**src/rtl/golomb_pkg.sv**
```systemverilog
`default_nettype none
// ============================================================================
// golomb_pkg : shared types, defaults and helpers for the Golomb mark counters
// Revision   : 1.0
// ============================================================================
package golomb_pkg;

  localparam int W_DEF      = 9;
  localparam int LVLW_DEF   = 7;
  localparam int MARKS_BITS = 1024;

  typedef enum logic [1:0] {
    IDLE   = 2'd0,
    STEP   = 2'd1,
    CHECK  = 2'd2,
    FINISH = 2'd3
  } state_t;

  // Mark k (1-based) of a packed mark vector, zero-extended to 32 bits.
  function automatic logic [31:0] mark_at(input logic [MARKS_BITS-1:0] marks,
                                          input int unsigned k,
                                          input int unsigned w);
    logic [MARKS_BITS-1:0] w_sh;
    w_sh = marks >> ((k - 1) * w);
    return w_sh[31:0] & ((32'd1 << w) - 32'd1);
  endfunction

endpackage
`default_nettype wire

```
**src/rtl/mark_distance_probe.sv**
```systemverilog
`default_nettype none
// ============================================================================
// mark_distance_probe : distance from one earlier mark plus clash detection
// Revision            : 1.0
// ============================================================================
module mark_distance_probe #(
  parameter int W        = 9,
  parameter int MAXVALUE = 500
) (
  input  logic [W-1:0]        i_val,
  input  logic [W-1:0]        i_mark,
  input  logic [MAXVALUE-1:0] i_distances,
  input  logic [MAXVALUE-1:0] i_pd,
  output logic [W-1:0]        o_d,
  output logic                o_clash
);

  logic                w_in_range;
  logic [MAXVALUE-1:0] w_onehot;
  logic                w_used;

  assign o_d        = i_val - i_mark;
  assign w_in_range = (o_d != '0) && (32'(o_d) <= MAXVALUE);
  // Out-of-range distances shift the one-hot away entirely; w_in_range covers them.
  assign w_onehot   = {{(MAXVALUE-1){1'b0}}, 1'b1} << (o_d - {{(W-1){1'b0}}, 1'b1});
  assign w_used     = |((i_distances | i_pd) & w_onehot);
  assign o_clash    = !w_in_range || w_used;

endmodule
`default_nettype wire

```
**src/rtl/mark_counter_seq.sv**
```systemverilog
`default_nettype none
// ============================================================================
// mark_counter_seq : sequential Golomb-ruler mark counter, one distance check per clock
// Revision         : 1.0
// ============================================================================
module mark_counter_seq
  import golomb_pkg::*;
#(
  parameter int LEVEL    = 1,
  parameter int NUMMARKS = 6,
  parameter int W        = W_DEF,
  parameter int LVLW     = LVLW_DEF,
  parameter int MAXVALUE = 500,
  parameter int LEAF     = 1
) (
  input  logic                  clock,
  input  logic                  reset_n,
  input  logic                  load,
  input  logic [W-1:0]          resetvalue,
  input  logic                  start,
  input  logic                  abort,
  input  logic [LVLW-1:0]       enabled,
  input  logic [W-1:0]          startvalue,
  input  logic [W-1:0]          limit,
  input  logic [MAXVALUE-1:0]   distances,
  input  logic [NUMMARKS*W-1:0] marks_in,
  output logic                  busy,
  output logic                  done,
  output logic [W-1:0]          val,
  output logic [LVLW-1:0]       next_enabled,
  output logic                  success,
  output logic [MAXVALUE-1:0]   distances_out
);

  state_t              r_state;
  logic [W-1:0]        r_val;
  logic                r_busy;
  logic                r_done;
  logic                r_success;
  logic [LVLW-1:0]     r_next_en;
  logic [MAXVALUE-1:0] r_dist_out;
  logic [MAXVALUE-1:0] r_pd;
  logic [LVLW-1:0]     r_i;

  logic [W:0]          w_cand;
  logic                w_exhaust;
  logic [W-1:0]        w_mark;
  logic [W-1:0]        w_d;
  logic                w_clash;
  logic [MAXVALUE-1:0] w_bit;
  logic [MAXVALUE-1:0] w_good_dist;
  logic                w_last;
  logic                w_good;

  // Extra bit so that stepping past 2**W-1 shows up as a carry, not a wrap to 0.
  assign w_cand    = (r_val == '0) ? {1'b0, startvalue}
                                   : {1'b0, r_val} + {{W{1'b0}}, 1'b1};
  assign w_exhaust = w_cand[W] || (w_cand[W-1:0] > limit);
  assign w_mark    = W'(mark_at(MARKS_BITS'(marks_in), 32'(r_i), W));

  mark_distance_probe #(
    .W        (W),
    .MAXVALUE (MAXVALUE)
  ) u_probe (
    .i_val       (r_val),
    .i_mark      (w_mark),
    .i_distances (distances),
    .i_pd        (r_pd),
    .o_d         (w_d),
    .o_clash     (w_clash)
  );

  assign w_bit       = {{(MAXVALUE-1){1'b0}}, 1'b1} << (w_d - {{(W-1){1'b0}}, 1'b1});
  assign w_last      = (r_i == LVLW'(LEVEL - 1));
  assign w_good      = !abort &&
                       (((r_state == STEP)  && !w_exhaust && (LEVEL == 1)) ||
                        ((r_state == CHECK) && !w_clash   && w_last));
  assign w_good_dist = (r_state == STEP) ? distances : (distances | r_pd | w_bit);

  always_ff @(posedge clock or negedge reset_n) begin
    if (!reset_n) begin
      r_state    <= IDLE;
      r_val      <= '0;
      r_busy     <= 1'b0;
      r_done     <= 1'b0;
      r_success  <= 1'b0;
      r_next_en  <= LVLW'(LEVEL);
      r_dist_out <= '0;
      r_pd       <= '0;
      r_i        <= '0;
    end else begin
      r_done <= 1'b0;
      case (r_state)
        IDLE: begin
          if (load) r_val <= resetvalue;
          if (start && !abort && (enabled == LVLW'(LEVEL))) begin
            r_state   <= STEP;
            r_busy    <= 1'b1;
            r_success <= 1'b0;
          end
        end
        STEP: begin
          if (abort) begin
            r_state <= IDLE;
            r_busy  <= 1'b0;
          end else if (w_exhaust) begin
            r_val     <= '0;
            r_next_en <= LVLW'(LEVEL - 1);
            r_success <= 1'b0;
            r_state   <= FINISH;
            r_done    <= 1'b1;
          end else begin
            r_val   <= w_cand[W-1:0];
            r_pd    <= '0;
            r_i     <= LVLW'(1);
            r_state <= CHECK;
          end
        end
        CHECK: begin
          if (abort) begin
            r_state <= IDLE;
            r_busy  <= 1'b0;
          end else if (w_clash) begin
            r_state <= STEP;
          end else begin
            r_pd <= r_pd | w_bit;
            r_i  <= r_i + LVLW'(1);
          end
        end
        FINISH: begin
          r_state <= IDLE;
          r_busy  <= 1'b0;
        end
        default: begin
          r_state <= IDLE;
          r_busy  <= 1'b0;
        end
      endcase

      // A good candidate overrides the per-state next-state choice above.
      if (w_good) begin
        r_state <= FINISH;
        r_done  <= 1'b1;
        if (LEAF != 0) begin
          r_success <= 1'b1;
          r_next_en <= LVLW'(LEVEL);
        end else begin
          r_success  <= 1'b0;
          r_next_en  <= LVLW'(LEVEL + 1);
          r_dist_out <= w_good_dist;
        end
      end
    end
  end

  assign busy          = r_busy;
  assign done          = r_done;
  assign val           = r_val;
  assign next_enabled  = r_next_en;
  assign success       = r_success;
  assign distances_out = r_dist_out;

endmodule
`default_nettype wire

```
**config.mk**
```make
export PLATFORM = sky130hd
export DESIGN_NAME = mark_counter_seq
export DESIGN_NICKNAME = d
export VERILOG_FILES = /design/src/rtl/golomb_pkg.sv /design/src/rtl/mark_distance_probe.sv /design/src/rtl/mark_counter_seq.sv
export SDC_FILE = /design/constraint.sdc
export NUM_CORES = 2
export LEC_CHECK = 0
export CORE_AREA = 2 2 438 440
export DETAILED_ROUTE_END_ITERATION = 8
export DIE_AREA = 0 0 440 442
export GPL_TIMING_DRIVEN = 0
export PLACE_DENSITY = 0.45
export SLEW_MARGIN = 20
export SYNTH_ARGS = -nofsm -noshare
export SYNTH_HDL_FRONTEND = slang
export SYNTH_SLANG_ARGS = --single-unit
```
**constraint.sdc**
```tcl
create_clock -name clock -period 28.4 [get_ports clock]
set_input_delay 5.68 -clock clock [delete_from_list [all_inputs] [get_ports clock]]
set_output_delay 5.68 -clock clock [all_outputs]
set_load 0.05 [all_outputs]
```
# ---- Word level (Yosys, flattened, before mapping)
# Cells that the tools add are included.
dict set report word_totals {
  reg_bits 528
  output_inout_bits 519
}
dict set report classes {
  add_sub_neg 5
  multipliers 1
  order_cmp 2
  n_eq_ne 16
  shift 2
  mux 38
  bitwise 3
  n_reduce_logical 31
}
# operator n
set ops {}
lappend ops {{2-to-1 mux 500 bit} 4}
lappend ops {{OR 500 bit} 2}
lappend ops {{case mux 500 bit (2 select lines)} 1}
lappend ops {{bitwise AND 500 bit} 1}
lappend ops {{OR reduction 500 bit} 1}
lappend ops {{left shift 1 x 9 -> 500 bit, first input constant} 1}
lappend ops {{2-to-1 mux 7 bit} 8}
lappend ops {{right shift 54 x 32 -> 9 bit} 1}
lappend ops {{2-to-1 mux 9 bit} 3}
lappend ops {{case mux 9 bit (2 select lines)} 1}
lappend ops {{case mux 7 bit (2 select lines)} 1}
lappend ops {{multiplier 8 x 5 -> 13 bit, second input constant} 1}
lappend ops {{!= test 2 bit, second input constant} 6}
lappend ops {{2-to-1 mux 1 bit} 11}
lappend ops {{adder 9 x 1 -> 10 bit, second input constant} 1}
lappend ops {{2-to-1 mux 10 bit} 1}
lappend ops {{2-to-1 mux 2 bit} 5}
lappend ops {{> comparator 9 bit} 1}
lappend ops {{less-or-equal comparator 9 bit, second input constant} 1}
lappend ops {{zero test 9 bit} 1}
lappend ops {{!= test 3 bit, second input constant} 3}
lappend ops {{nonzero test 9 bit} 1}
lappend ops {{subtractor 9 x 1 -> 9 bit, second input constant} 1}
lappend ops {{subtractor 9 bit} 1}
lappend ops {{other kinds (22)} 40}

# ---- Logic depth before layout (Yosys ltp)
dict set report logic_depth {
  ltp_word 16
  mapped_depth 44
  mapped_depth_nobuf 33
}

# ---- By module
# From an unflattened synthesis, not the netlist that was laid out.
dict set report unflattened {
  hier_cells 3992
  area_unflattened_um2 33946.3
}
# mod instances cells_per_inst area_per_inst_um2 seq_area_each_um2
set modules_own_cells {}
lappend modules_own_cells {mark_counter_seq 1 2883 27636.5 13063.8}
lappend modules_own_cells {mark_distance_probe 1 1109 6309.8 0.0}

# ---- Least setup slack after synthesis
# Ideal clock, no wire load.
dict set report synth_timing {
  path_type {in2reg}
  from {input marks_in[20]}
  to {register r_pd[52]}
  setup_ps 133
  arrival_ps 11418
  path_slack_ps 16849
  path_stages 27
  path_buffers 6
  cell_sequence {mux2_2 mux4_2 a21oi_1 nor2_1 a211oi_1 a2111oi_0 ha_1 fa_1 and2_1 clkbuf_1 ha_1 clkbuf_1 nor3b_1 clkbuf_1 nand3_1 nor3_1 o211ai_1 a31oi_1 nor4_1 a41oi_1 nor3_1 and4_1 buf_2 nand4_1 clkbuf_1 clkbuf_1 o21ai_0}
}
dict set report synth_via {
  elab_chain_cells 9
  word_cells_on_any_way 17
  classes_between {add/sub: 2; order compare: 1; eq/ne: 1; shift: 2; mux: 3; bitwise: 2; reduce/logical: 6}
}
# item line
set synth_lines {}
lappend synth_lines {{start, declared} mark_counter_seq.sv:26} ;# input logic [NUMMARKS*W-1:0] marks_in,
lappend synth_lines {{right shift 54 x 32 -> 9 bit (*)} golomb_pkg.sv:24} ;# w_sh = marks >> ((k - 1) * w);
lappend synth_lines {{subtractor 9 bit (*)} mark_distance_probe.sv:22} ;# assign o_d = i_val - i_mark;
lappend synth_lines {{subtractor 9 x 1 -> 9 bit} {mark_distance_probe.sv:25, mark_counter_seq.sv:73}}
lappend synth_lines {{left shift 1 x 9 -> 500 bit} {mark_distance_probe.sv:25, mark_counter_seq.sv:73}}
lappend synth_lines {{bitwise AND 500 bit} mark_distance_probe.sv:26} ;# assign w_used = |((i_distances | i_pd) & w_onehot);
lappend synth_lines {{OR reduction 500 bit} mark_distance_probe.sv:26}
lappend synth_lines {{logical OR 1 bit} mark_distance_probe.sv:27} ;# assign o_clash = !w_in_range || w_used;
lappend synth_lines {{!= test 2 bit (no line)} -}
lappend synth_lines {{AND reduction 5 bit (no line)} -}
lappend synth_lines {{end signal, assigned} mark_counter_seq.sv:126} ;# r_pd <= r_pd | w_bit;
lappend synth_lines {{end, declared} mark_counter_seq.sv:42} ;# logic [MAXVALUE-1:0] r_pd;
# Every way passes the cells marked *; elsewhere a longest branch is shown, timed or not. The select of a mux whose other input is x is not followed.
# A chain may end at the register's enable or synchronous reset.

# ---- Worst setup path in the final report
dict set report layout_timing {
  from {input marks_in[11]}
  to {register r_pd[52]}
}
# Same word-level chain as after synthesis.

==> key figures <==
Global routing
  – Number of global-route vias before repair: 37870
  – Global-route wire length before repair: 397500 um
  – Overall routing resource usage: 31.36%
  – Grt ovf: 0
  – Pin count of the biggest net entering global routing: 86
  – Initial antenna violation count: 40

STA
  – Part of the cycle the worst path needs: 64.64%
  – Hold_ws: 0.4750 ns
  – Max-slew headroom: 10.29%
  – Fin crit period: 18.36 ns
  – Clock Skew: 0.04247 ns
  – Measured slew at the worst slew-check pin: 1.342 ns
  – Unrepaired setup endpoints after global routing: false
  – Final Max Tran Viols: 0
  – # setup viols final: 0
  – Setup TNS: 0 ns
  – Fmax: 0.05447 GHz
  – Hold Fails Final Rpt: 0

Floorplanning
  – Area of the die: 194500 sq um
  – Ports: 1112
  – Core Area: 189600 sq um
  – Die Wd: 440 um
  – Die Ht: 442 um
  – Initial Util: 18.19%
  – Cell row count: 160

Cells and area
  – Multi-input gate area: 18560 sq um
  – Area delta synth->final: 43.43%
  – Register area: 13060 sq um
  – Fill count: 20700
  – Design area: 49460 sq um
  – Fraction of layout cells with a size suffix above 1: 18.70%
  – Final net count: 5939
  – Post-layout util: 26.09%

Setup path
  – CP endpoint kind: flip-flop
  – R2R Setup Slk: 11.25 ns
  – CP Class: input pin to flip-flop
  – Crit Path Max Fanout: 11
  – Startpoint type of the worst setup path: input pin
  – Required time of the critical path: 28.95 ns
  – Data arrival, critical path: 18.91 ns

Yosys
  – Top cell type's share of synthesized area: 37.81%
  – Cell Area, Synth: 34490 sq um
  – Post-synth top flop: dfrtp_1
  – Cells after synthesis: 4060
  – Yosys reg bits: 522
  – Yosys cell types: 104
  – Top cell type by total area after synthesis: dfrtp_1
  – Sequential-to-total area share from yosys stat: 37.88%
  – Post-synth EDFFs: 0
  – Synthesis Warnings: 0
  – Synth async-reset ratio: 100.0%
  – Syn_area_per_cell: 8.494 sq um
  – Synth top area cells: dfrtp_1 38%, buf_4 11%, o21ai_0 9.7%

Drt
  – Vias per cell: 5.083
  – DR pass1 iterations: 6
  – Antenna-violating nets left: 0
  – WL final: 315900 um
  – Via count: 40140
  – DRT iter0 DRCs: 5246
  – DR WL/cell: 40.01 um
  – DR DRC count: 0

Clock tree
  – CTS Hold Buffers Added: 0
  – CTS resizes: 0
  – Root cell of the clock tree: clkbuf_16
  – CTS tree: built
  – Max Buffers Root-to-Sink: 3
  – Depth of the CTS H-tree: 3
  – Clk pin slew, worst setup/hold paths: 0.06 ns
  – Clk sinks: 522
  – Post-CTS Setup Inserts: 0
  – Clock latency on the worst-skew pair: 0.74 ns
  – CTS buffer count: 69

Run status
  – Status: finished, final reports clean

Placement
  – HPWL after DPL: 257000 um
  – Buffers on Ports: 604
  – Area post-placement: 46920 sq um
  – Routability cong.: 1.047

Flow run
  – Maximum Capacitance Violations: 0

Min path
  – Hold crit path type: flip-flop to flip-flop
## synthesized netlist by cell type, drive strengths merged, types with 8 or more instances
library cell	count
nor3	106
xnor2	16
or4	14
mux4	48
a211oi	29
o31ai	28
inv	31
mux2	16
o2111ai	52
or2	8
o22ai	45
o221ai	12
a21oi	94
mux2i	33
dfrtp	521
clkbuf	201
and3	26
a2111oi	13
nand2	637
a32o	53
o211ai	100
xor2	8
ha	39
a31oi	31
nand3	68
and2	10
buf	587
a22o	18
a21o	12
nand4	36
nor4	37
a41oi	10
nor2	243
o21ai	731
## flip-flops by register name, indices dropped and copies added, names as in the netlist
register      count
val               9
busy              1
r_state           2
r_pd            500
next_enabled      1
r_i               7
done              1
success           1
## layout make-up
class / instances / share of cell area, %
diodes: 27 / 0.1366
plain buffers: 788 / 10.23
clock buffers: 98 / 4.164
clock inverters: 26 / 0.7715
inverters: 33 / 0.2504
multi-input cells: 3222 / 37.52
flip-flops and latches: 522 / 26.41
well taps: 2511 / 6.352
repair buffers: 669 / 14.17
## metrics by stage
step,std cells,worst slack (ns)
2_1_floorplan,4565,16.85
3_3_place_gp,7680,-4.668
3_5_place_dp,7744,10.13
4_1_cts,7868,10.83
5_1_grt,7876,10.59
6_report,7896,10.04
## logic make-up after synthesis
family                   synth area share (%)
AO/OA/AOI/OAI                           24.51
AND/OR/NAND/NOR                         15.78
buffers and inverters                   14.81
flip-flops                              37.88
multiplexers                            4.662
adder cells (fa/ha/maj)                 1.531
XOR/XNOR                               0.8164
other                                 0.01087
## final timing paths
kind	startpoint	to	cells after the start
worst min register to register	r_pd[55]$_DFFE_PN0P_	r_pd[55]$_DFFE_PN0P_	2
worst max register to register	r_i[0]$_DFFE_PN0P_	r_pd[52]$_DFFE_PN0P_	41
min in group asynchronous	reset_n	r_pd[477]$_DFFE_PN0P_	1
worst max-delay path	marks_in[11]	r_pd[52]$_DFFE_PN0P_	28
worst min-delay path	r_pd[55]$_DFFE_PN0P_	r_pd[55]$_DFFE_PN0P_	2
max in group asynchronous	reset_n	r_pd[53]$_DFFE_PN0P_	4
## layout by cell type, fill, tap and decap left out, types with 67 or more instances in the layout
| cell type | Yosys | final |
|---|---|---|
| nand2_1 | 637 | 637 |
| clkbuf_16 | 0 | 72 |
| o21ai_0 | 670 | 660 |
| o211ai_1 | 99 | 99 |
| a21oi_1 | 93 | 91 |
| nor2_1 | 241 | 236 |
| o21ai_1 | 59 | 67 |
| nor3_1 | 100 | 78 |
| clkbuf_1 | 201 | 154 |
| conb_1 | 1 | 506 |
| dfrtp_1 | 521 | 521 |
| buf_4 | 517 | 540 |
| clkdlybuf4s50_1 | 0 | 603 |
## layer usage
| layer | track usage [%] | up-vias | routed length (um) |
|---|---|---|---|
| li1 | - | 16200 | - |
| met1 | 34.96 | 20050 | 111900 |
| met2 | 50.36 | 3009 | 144300 |
| met3 | 7.150 | 855 | 26450 |
| met4 | 26.93 | 18 | 33000 |
| met5 | 0 | - | 141 |
## worst max-delay path, stage by stage
cell and delay, ns:
clkdlybuf4s50_1 0.57, mux4_2 0.53, mux4_2 0.52, mux2i_1 0.16, nor2_1 0.06, o21ai_0 0.65
inv_1 0.12, fa_1 0.72, and2_1 0.18, clkbuf_1 0.24, ha_1 0.27, clkbuf_1 0.67
and3b_1 0.71, clkbuf_2 0.68, clkbuf_1 1.01, nand3_1 1.13, o21ai_0 1.04, nand3_1 0.38
nand4_1 0.31, nor4_1 0.18, o22ai_1 0.28, nor4_2 0.11, and4_1 0.25, buf_2 0.23
nand4_1 0.34, clkbuf_1 0.76, clkbuf_1 0.81, o21ai_0 0.22
Power is left out: the tool's default activity adds up to more than one toggle a clock period on the data nets, which glitch-free logic cannot reach.
